[src/rtl/clock_pkg.sv]
// Shared encodings and limits for the alarm clock core: field selects,
// alarm FSM states and the wrap points of each time field.
package clock_pkg;

   localparam logic [2:0] SEL_NONE  = 3'd0;
   localparam logic [2:0] SEL_SEC   = 3'd1;
   localparam logic [2:0] SEL_MIN   = 3'd2;
   localparam logic [2:0] SEL_HOUR  = 3'd3;
   localparam logic [2:0] SEL_AMIN  = 3'd4;
   localparam logic [2:0] SEL_AHOUR = 3'd5;

   localparam int SEC_MAX  = 59;
   localparam int MIN_MAX  = 59;
   localparam int HOUR_MAX = 23;

   typedef enum logic [1:0] {
      IDLE    = 2'd0,
      RINGING = 2'd1,
      SNOOZE  = 2'd2
   } alarm_state_t;

endpackage

[src/rtl/wrap_counter.sv]
// Modulo-(MAX+1) counter: inc and plus count up, minus counts down, both wrap.
// carry flags the MAX->0 wrap caused by inc only, so adjustment never ripples.
module wrap_counter #(
   parameter int MAX   = 59,
   parameter int WIDTH = 6
) (
   input  logic             clk,
   input  logic             reset_n,
   input  logic             inc,
   input  logic             plus,
   input  logic             minus,
   output logic [WIDTH-1:0] cnt,
   output logic             carry
);

   localparam logic [WIDTH-1:0] MAX_V = WIDTH'(MAX);

   logic [WIDTH-1:0] cnt_reg;
   logic [WIDTH-1:0] cnt_next;
   logic             up;
   logic             down;

   always_comb begin
      up       = inc | (plus & ~minus);
      down     = ~inc & minus & ~plus;
      cnt_next = cnt_reg;
      if (up) begin
         cnt_next = (cnt_reg == MAX_V) ? '0 : cnt_reg + 1'b1;
      end else if (down) begin
         cnt_next = (cnt_reg == '0) ? MAX_V : cnt_reg - 1'b1;
      end
   end

   always_ff @(posedge clk or negedge reset_n) begin
      if (!reset_n) begin
         cnt_reg <= '0;
      end else begin
         cnt_reg <= cnt_next;
      end
   end

   assign cnt   = cnt_reg;
   assign carry = inc & (cnt_reg == MAX_V);

endmodule

[src/rtl/alarm_clock_core.sv]
// HH:MM:SS timekeeper with field adjustment, 12/24-hour display conversion
// and an alarm FSM supporting ring timeout and snooze.
module alarm_clock_core
   import clock_pkg::*;
#(
   parameter int CLK_HZ     = 50_000_000,
   parameter int RING_SEC   = 60,
   parameter int SNOOZE_MIN = 5
) (
   input  logic       clk,
   input  logic       reset_n,
   input  logic       enable,
   input  logic       plus,
   input  logic       minus,
   input  logic [2:0] select,
   input  logic       hour_12,
   input  logic       alarm_en,
   input  logic       stop,
   input  logic       snooze,
   output logic [5:0] hours,
   output logic [5:0] mins,
   output logic [5:0] secs,
   output logic [5:0] disp_hours,
   output logic       pm,
   output logic [5:0] alarm_hours,
   output logic [5:0] alarm_mins,
   output logic       ringing,
   output logic       snoozing
);

   localparam int DIV_W     = $clog2(CLK_HZ);
   localparam int SNZ_TICKS = SNOOZE_MIN * 60;
   localparam int SNZ_W     = $clog2(SNZ_TICKS + 1);

   localparam logic [DIV_W-1:0] DIV_LAST = DIV_W'(CLK_HZ - 1);
   localparam logic [7:0]       RING_V   = 8'(RING_SEC);
   localparam logic [SNZ_W-1:0] SNZ_V    = SNZ_W'(SNZ_TICKS);

   // Field order: secs, mins, hours, alarm mins, alarm hours.
   localparam logic [14:0] FIELD_SEL = {SEL_AHOUR, SEL_AMIN, SEL_HOUR, SEL_MIN, SEL_SEC};

   logic [DIV_W-1:0] div_reg;
   logic             adjust;
   logic             sec_tick;
   logic [4:0]       field_hit;
   logic [4:0]       fld_plus;
   logic [4:0]       fld_minus;
   logic             sec_carry;
   logic             min_carry;
   logic [2:0]       unused_carry;
   logic             tick_wrap_reg;
   logic             match;

   alarm_state_t     state_reg;
   alarm_state_t     state_next;
   logic [7:0]       ring_cnt_reg;
   logic [7:0]       ring_cnt_next;
   logic [SNZ_W-1:0] snz_cnt_reg;
   logic [SNZ_W-1:0] snz_cnt_next;

   // Any adjust pulse restarts the second so the edited value holds a full second.
   assign adjust   = plus | minus;
   assign sec_tick = enable & ~adjust & (div_reg == DIV_LAST);

   always_ff @(posedge clk or negedge reset_n) begin
      if (!reset_n) begin
         div_reg <= '0;
      end else if (adjust) begin
         div_reg <= '0;
      end else if (enable) begin
         div_reg <= (div_reg == DIV_LAST) ? '0 : div_reg + 1'b1;
      end
   end

   generate
      for (genvar gi = 0; gi < 5; gi++) begin : g_field
         assign field_hit[gi] = (select == FIELD_SEL[gi*3 +: 3]);
         assign fld_plus[gi]  = plus  & field_hit[gi];
         assign fld_minus[gi] = minus & field_hit[gi];
      end
   endgenerate

   wrap_counter #(.MAX(SEC_MAX), .WIDTH(6)) u_secs (
      .clk(clk), .reset_n(reset_n), .inc(sec_tick),
      .plus(fld_plus[0]), .minus(fld_minus[0]), .cnt(secs), .carry(sec_carry)
   );

   wrap_counter #(.MAX(MIN_MAX), .WIDTH(6)) u_mins (
      .clk(clk), .reset_n(reset_n), .inc(sec_carry),
      .plus(fld_plus[1]), .minus(fld_minus[1]), .cnt(mins), .carry(min_carry)
   );

   wrap_counter #(.MAX(HOUR_MAX), .WIDTH(6)) u_hours (
      .clk(clk), .reset_n(reset_n), .inc(min_carry),
      .plus(fld_plus[2]), .minus(fld_minus[2]), .cnt(hours), .carry(unused_carry[0])
   );

   wrap_counter #(.MAX(MIN_MAX), .WIDTH(6)) u_alarm_mins (
      .clk(clk), .reset_n(reset_n), .inc(1'b0),
      .plus(fld_plus[3]), .minus(fld_minus[3]), .cnt(alarm_mins), .carry(unused_carry[1])
   );

   wrap_counter #(.MAX(HOUR_MAX), .WIDTH(6)) u_alarm_hours (
      .clk(clk), .reset_n(reset_n), .inc(1'b0),
      .plus(fld_plus[4]), .minus(fld_minus[4]), .cnt(alarm_hours), .carry(unused_carry[2])
   );

   // Remember that the last edge rolled secs to 0 by ticking; compare against
   // the freshly updated counters so adjusted-in values never match.
   always_ff @(posedge clk or negedge reset_n) begin
      if (!reset_n) begin
         tick_wrap_reg <= 1'b0;
      end else begin
         tick_wrap_reg <= sec_tick & sec_carry;
      end
   end

   assign match = tick_wrap_reg & (hours == alarm_hours) & (mins == alarm_mins);

   always_comb begin
      state_next    = state_reg;
      ring_cnt_next = ring_cnt_reg;
      snz_cnt_next  = snz_cnt_reg;
      if (!alarm_en) begin
         state_next = IDLE;
      end else begin
         case (state_reg)
            IDLE: begin
               if (match) begin
                  state_next    = RINGING;
                  ring_cnt_next = RING_V;
               end
            end
            RINGING: begin
               if (stop) begin
                  state_next = IDLE;
               end else if (snooze) begin
                  state_next   = SNOOZE;
                  snz_cnt_next = SNZ_V;
               end else if (sec_tick) begin
                  ring_cnt_next = ring_cnt_reg - 1'b1;
                  if (ring_cnt_reg <= 8'd1) begin
                     state_next = IDLE;
                  end
               end
            end
            SNOOZE: begin
               if (stop) begin
                  state_next = IDLE;
               end else if (sec_tick) begin
                  snz_cnt_next = snz_cnt_reg - 1'b1;
                  if (snz_cnt_reg <= SNZ_W'(1)) begin
                     state_next    = RINGING;
                     ring_cnt_next = RING_V;
                  end
               end
            end
            default: state_next = IDLE;
         endcase
      end
   end

   always_ff @(posedge clk or negedge reset_n) begin
      if (!reset_n) begin
         state_reg    <= IDLE;
         ring_cnt_reg <= '0;
         snz_cnt_reg  <= '0;
      end else begin
         state_reg    <= state_next;
         ring_cnt_reg <= ring_cnt_next;
         snz_cnt_reg  <= snz_cnt_next;
      end
   end

   assign ringing  = (state_reg == RINGING);
   assign snoozing = (state_reg == SNOOZE);

   always_comb begin
      disp_hours = hours;
      if (hour_12) begin
         if (hours == 6'd0) begin
            disp_hours = 6'd12;
         end else if (hours > 6'd12) begin
            disp_hours = hours - 6'd12;
         end
      end
   end

   assign pm = (hours >= 6'd12);

endmodule
[config.mk]
export PLATFORM = sky130hd
export DESIGN_NAME = alarm_clock_core
export DESIGN_NICKNAME = d
export VERILOG_FILES = /design/src/rtl/clock_pkg.sv /design/src/rtl/wrap_counter.sv /design/src/rtl/alarm_clock_core.sv
export SDC_FILE = /design/constraint.sdc
export NUM_CORES = 1
export LEC_CHECK = 0
export ABC_AREA = 1
export ABC_CLOCK_PERIOD_IN_PS = 5500
export CAP_MARGIN = 5
export CORE_MARGIN = 2
export CORE_UTILIZATION = 40
export DETAILED_ROUTE_END_ITERATION = 10
export GPL_TIMING_DRIVEN = 1
export PLACE_DENSITY_LB_ADDON = 0.15
export SETUP_SLACK_MARGIN = 0.1
export SLEW_MARGIN = 20
export SYNTH_ARGS = -nofsm -noshare
export SYNTH_HDL_FRONTEND = slang
export SYNTH_HIERARCHICAL = 1
export SYNTH_SLANG_ARGS = --single-unit
[constraint.sdc]
create_clock -name clk -period 5.5 [get_ports clk]
set_clock_uncertainty 0.2 [all_clocks]
set_input_delay 0.825 -clock clk [delete_from_list [all_inputs] [get_ports clk]]
set_output_delay 0.825 -clock clk [all_outputs]
set_load 0.02 [all_outputs]
======== Word-level counts from Yosys, hierarchy flattened ========
Cells that the tools add are included.
cells by class
  add/subtract/negate cells ............... 14
  order comparisons ....................... 4
  equality and inequality tests ........... 28
  muxes and demuxes ....................... 49
  bitwise logic cells ..................... 48
  reduce and logical (&&, ||, !) cells .... 17
operators by type and width
  operator                 count
  $mux W6                  23
  $mux W26                 3
  $mux W8                  7
  $mux W9                  4
  $add A6 B1 Y6 const B    5
  $and A1 B1 Y1            30
  $logic_not A6 Y1         5
  $sub A6 B1 Y6 const B    5
  $add A26 B1 Y26 const B  1
  $eq A26 B26 Y1 const B   1
  $pmux W8 S3              1
  $eq A6 B6 Y1 const B     3
  $mux W2                  9
  $pmux W9 S2              1
  $not A1 Y1               14
  $reduce_bool A2 Y1       7
  $eq A6 B5 Y1 const B     2
  $eq A6 B6 Y1             2
  $ne A2 B2 Y1 const B     5
  $ne A5 B4 Y1 const B     2
  $le A9 B1 Y1 const B     1
  $reduce_and A9 Y1        1
  $sub A9 B1 Y9 const B    1
  $le A8 B1 Y1 const B     1
  18 further kinds         26
storage, ports and cells
  flip-flop bits (word level) ............. 76
  input bits .............................. 12
  output and inout port bits .............. 39
  logic and storage cells ................. 170

======== Depth between registers and ports, before layout ========
  depth after elaboration ................. 11
  gate-level depth with buffers ........... 20
  mapped depth without buffers ............ 20

======== Cells and area by module ========
Netlist, hierarchy kept.
modules (own cells, without submodules)
  module                            times used  cells an instance  area an instance (sq um)  seq. area each (sq um)
  alarm_clock_core                  1           547                3549.7                    1151.1
  wrap_counter (u_alarm_mins ...)   3           80                 566.8                     150.1
  wrap_counter (u_alarm_hours ...)  2           92                 619.3                     150.1

======== Worst setup path after synthesis ========
OpenSTA, ideal clock, no wires.
  kind .................................... input -> register
  start ................................... input minus
  end ..................................... register u_hours.cnt_reg[5] (netlist: u_hours/cnt[5])
  arrival time ............................ 2796 ps
  setup slack ............................. 2386 ps
  cell stages on the path ................. 18
  buffers on the path ..................... 0
  path through ............................ nor2_1 -> nand2_1 -> inv_1 -> nand4_1 -> inv_1 -> inv_1 -> nor3_1 -> inv_1 -> nor3_1 -> inv_1 -> nand2_4 -> inv_2 -> nand2_1 -> inv_1 -> nand2_1 -> nand2_1 -> nand2_1 -> nand2_1
on the way
  word-level cells in the longest chain between the ends .. 10
  elaborated cells between the ends (all ways) .. 15
ends and longest elaborated chain
  element                              RTL line                source
  start, declared                      alarm_clock_core.sv:14  input logic minus,
  $or A1 B1 Y1 (*)                     alarm_clock_core.sv:62  assign adjust = plus | minus;
  $not A1 Y1 (*)                       alarm_clock_core.sv:63  assign sec_tick = enable & ~adjust & (div_reg == DIV_LAST);
  $and A1 B1 Y1 (*) (2 in series)      alarm_clock_core.sv:63
  via sec_tick                         alarm_clock_core.sv:44  logic sec_tick;
  $and A1 B1 Y1 (*)                    wrap_counter.sv:43      assign carry = inc & (cnt_reg == MAX_V);
  via sec_carry                        alarm_clock_core.sv:48  logic sec_carry;
  $and A1 B1 Y1 (*)                    wrap_counter.sv:43
  via min_carry                        alarm_clock_core.sv:49  logic min_carry;
  $not A1 Y1                           wrap_counter.sv:25      down = ~inc & minus & ~plus;
  $and A1 B1 Y1 (2 in series)          wrap_counter.sv:25
  $reduce_bool A2 Y1 (no source line)  --
  end signal, assigned                 wrap_counter.sv:38      cnt_reg <= cnt_next;
  end, declared                        wrap_counter.sv:18      logic [WIDTH-1:0] cnt_reg;
Mark *: on every way through the listed nets, which the timed path passes. The rest lies on a longest branch.
A chain may end at the register's enable or synchronous reset.

======== Final worst setup path ========
Ends and elaborated chain as after synthesis.

==> run summary <==
Slew HR: 0.377
all-layer global routing usage: 0.190
via count of the routed design: 6093
CTS root buf: clkbuf_16
core area: 0.0158 mm²
Mean Syn Cell Area: 6.69 µm²
DRC errors left: 0
synthesized area: 0.00647 mm²
clk_lat worst skew: 0.35 ns
post-route minimum period: 3.55 ns
critical path endpoint category: flip-flop
Least-Margin Pin Slew: 0.934 ns
Setup-failing EPs final: 0
Net Sw Frac: 0.461
initial DRC count: 300
Pre-antenna DRT Iters: 5
Largest stage delay, worst path: 0.50 ns
post-route setup slack: 1.95 ns
boundary pin count: 51
Placement Setup Slack: 1.55 ns
slowest CP cell: nor3_1
Buf+Inv Stages, Crit Path: 8
post-CTS resize count: 0
placed cell area: 0.00714 mm²
CP required: 5.54 ns
DIE AREA: 0.0172 mm²
internal power: 1.68 mW
most frequent cells in the layout: 253 x nand2_1, 120 x nor2_1, 118 x inv_1
GRT overflow: 0
Routed Antenna Nets: 0
port bufs: 50
Slew Viols, Final: 0
unrepaired setup endpoints after global routing: false
combinational share of power: 0.480
design area: 0.00744 mm²
Cell Chain, Critical Path: clkdlybuf4s50_1 > nor2_1 > nand2_1 > inv_1 > nand4_1 > inv_1 > inv_1 > nor3_1 > inv_1 > nor3_1 > inv_1 > nand2_4 > inv_2 > nand2_1 > inv_1 > nand2_1 > nand2_1 > nand2_1 > nand2_1
Initial Utilization: 0.409
total wire length: 15.9 mm
H-tree levels: 3
DR top layer: met4
clock power share: 0.195
fraction of layout cells with a size suffix above 1: 0.111
Hold-fix buffers, CTS: 0
post-CTS setup buffer count: 0
WP data arrival: 3.59 ns
total of max-cap violations: 0
Cells after Synth: 967
Top Family by Delay on Critical Path: simple AND/OR/NAND/NOR gates
die width: 131 µm
HPWL after DPL: 11.6 mm
first-pass GRT wire length: 27.3 mm
Rows: 46
switching power: 1.44 mW
Setup Total Neg Slack: 0 ns
number of flip-flops under the largest register name: 26
Tcrit/Tclk final: 0.646
Max Freq: 282 MHz
Hold Path Class: input pin to async pin
WL met2: 7.25 mm
largest net degree at the start of global routing: 69
R2R Setup Slk: 2.27 ns
sequential power share: 0.325
TritonCTS Buffers: 9
fin nets: 1051
Reg clk slew, reported paths: 0.06 ns
worst-path maximum fanout: 8
Metal-1 WL: 7.80 mm
placer congestion estimate: 0.879
Critical Path Start Type: input pin
worst r2r src: div_reg[0]
# diodes: 0
worst setup path start: minus
met3 WL: 496 µm
CTS tree: yes
P_leak: 3.44 nW
routed len/inst: 12.8 µm
Die Ht: 131 µm
Final Util: 0.470
Fin. Hold Viols: 0
post-DR vias/cell: 4.92
pwr/cell area: 420 mW/mm²
vias in the first global route: 5632
status: completed
commonest non-fill, non-tap cell in the layout: nand2_1
initial antenna violation count: 0
Clock Sinks: 76
Crit Path Category: input pin to flip-flop
area delta synth->final: 15.0%
Peak VDD IR: 193 µV
Syn. warnings: 6
Longest Clk Path Bufs: 2
[layer usage]
| layer | vias to the layer above | global-route usage |
|---|---|---|
| met1 | 2765 | 0.259 |
| met4 | 0 | 0.0725 |
| li1 | 3218 | - |
| met3 | 20 | 0.0262 |
| met5 | - | 0 |
| met2 | 90 | 0.308 |
[final timing paths]
path,to,cells after the start
max in group asynchronous,u_secs/cnt[2],2
worst min register to register,ring_cnt_reg[1],2
worst min-delay path,div_reg[3],1
worst max-delay path,u_hours/cnt[5],19
worst max register to register,u_hours/cnt[5],20
min in group clk,ring_cnt_reg[1],2
[cell type report]
cell class,count,area (µm²)
inverter,139,522
tap,216,270
sequential,76,1900
clock buffer,13,250
clock inverter,3,46.3
fill,1660,8390
multi-input combinational,738,3930
timing repair buffer,53,520
[worst register-to-register path: stages (launching register included)]
cell and delay (ns):
dfrtp_1 0.40, ha_1 0.24, nand2_1 0.11, nor2_4 0.14, nand3_2 0.12, inv_1 0.11, nand4_1 0.15, inv_1 0.20
inv_1 0.06, nor3_1 0.50, inv_1 0.09, nor3_1 0.19, inv_1 0.10, nand2_4 0.13, inv_2 0.07, nand2_1 0.08
inv_1 0.04, nand2_1 0.05, nand2_1 0.04, nand2_1 0.05, nand2_1 0.04
[power by group through the flow]
stage	sequential (mW)	combinational [mW]	clock [mW]
after CTS	1.02	1.51	0.629
after floorplan	0.989	1.05	0
after global placement	1.03	1.50	0
after detailed placement	1.03	1.50	0
final	1.02	1.50	0.609
after global routing	1.05	1.68	0.651
[metrics by stage]
stage                     total power, mW  hold slack (ns)  instances
after floorplan                      2.04            0.242        969
after detailed placement             2.53            0.265       1222
after global placement               2.53            0.261       1222
after CTS                            3.15           0.0948       1238
after global routing                 3.38           0.0988       1238
final                                3.13            0.102       1238
Power figures use the tool's default switching activity.
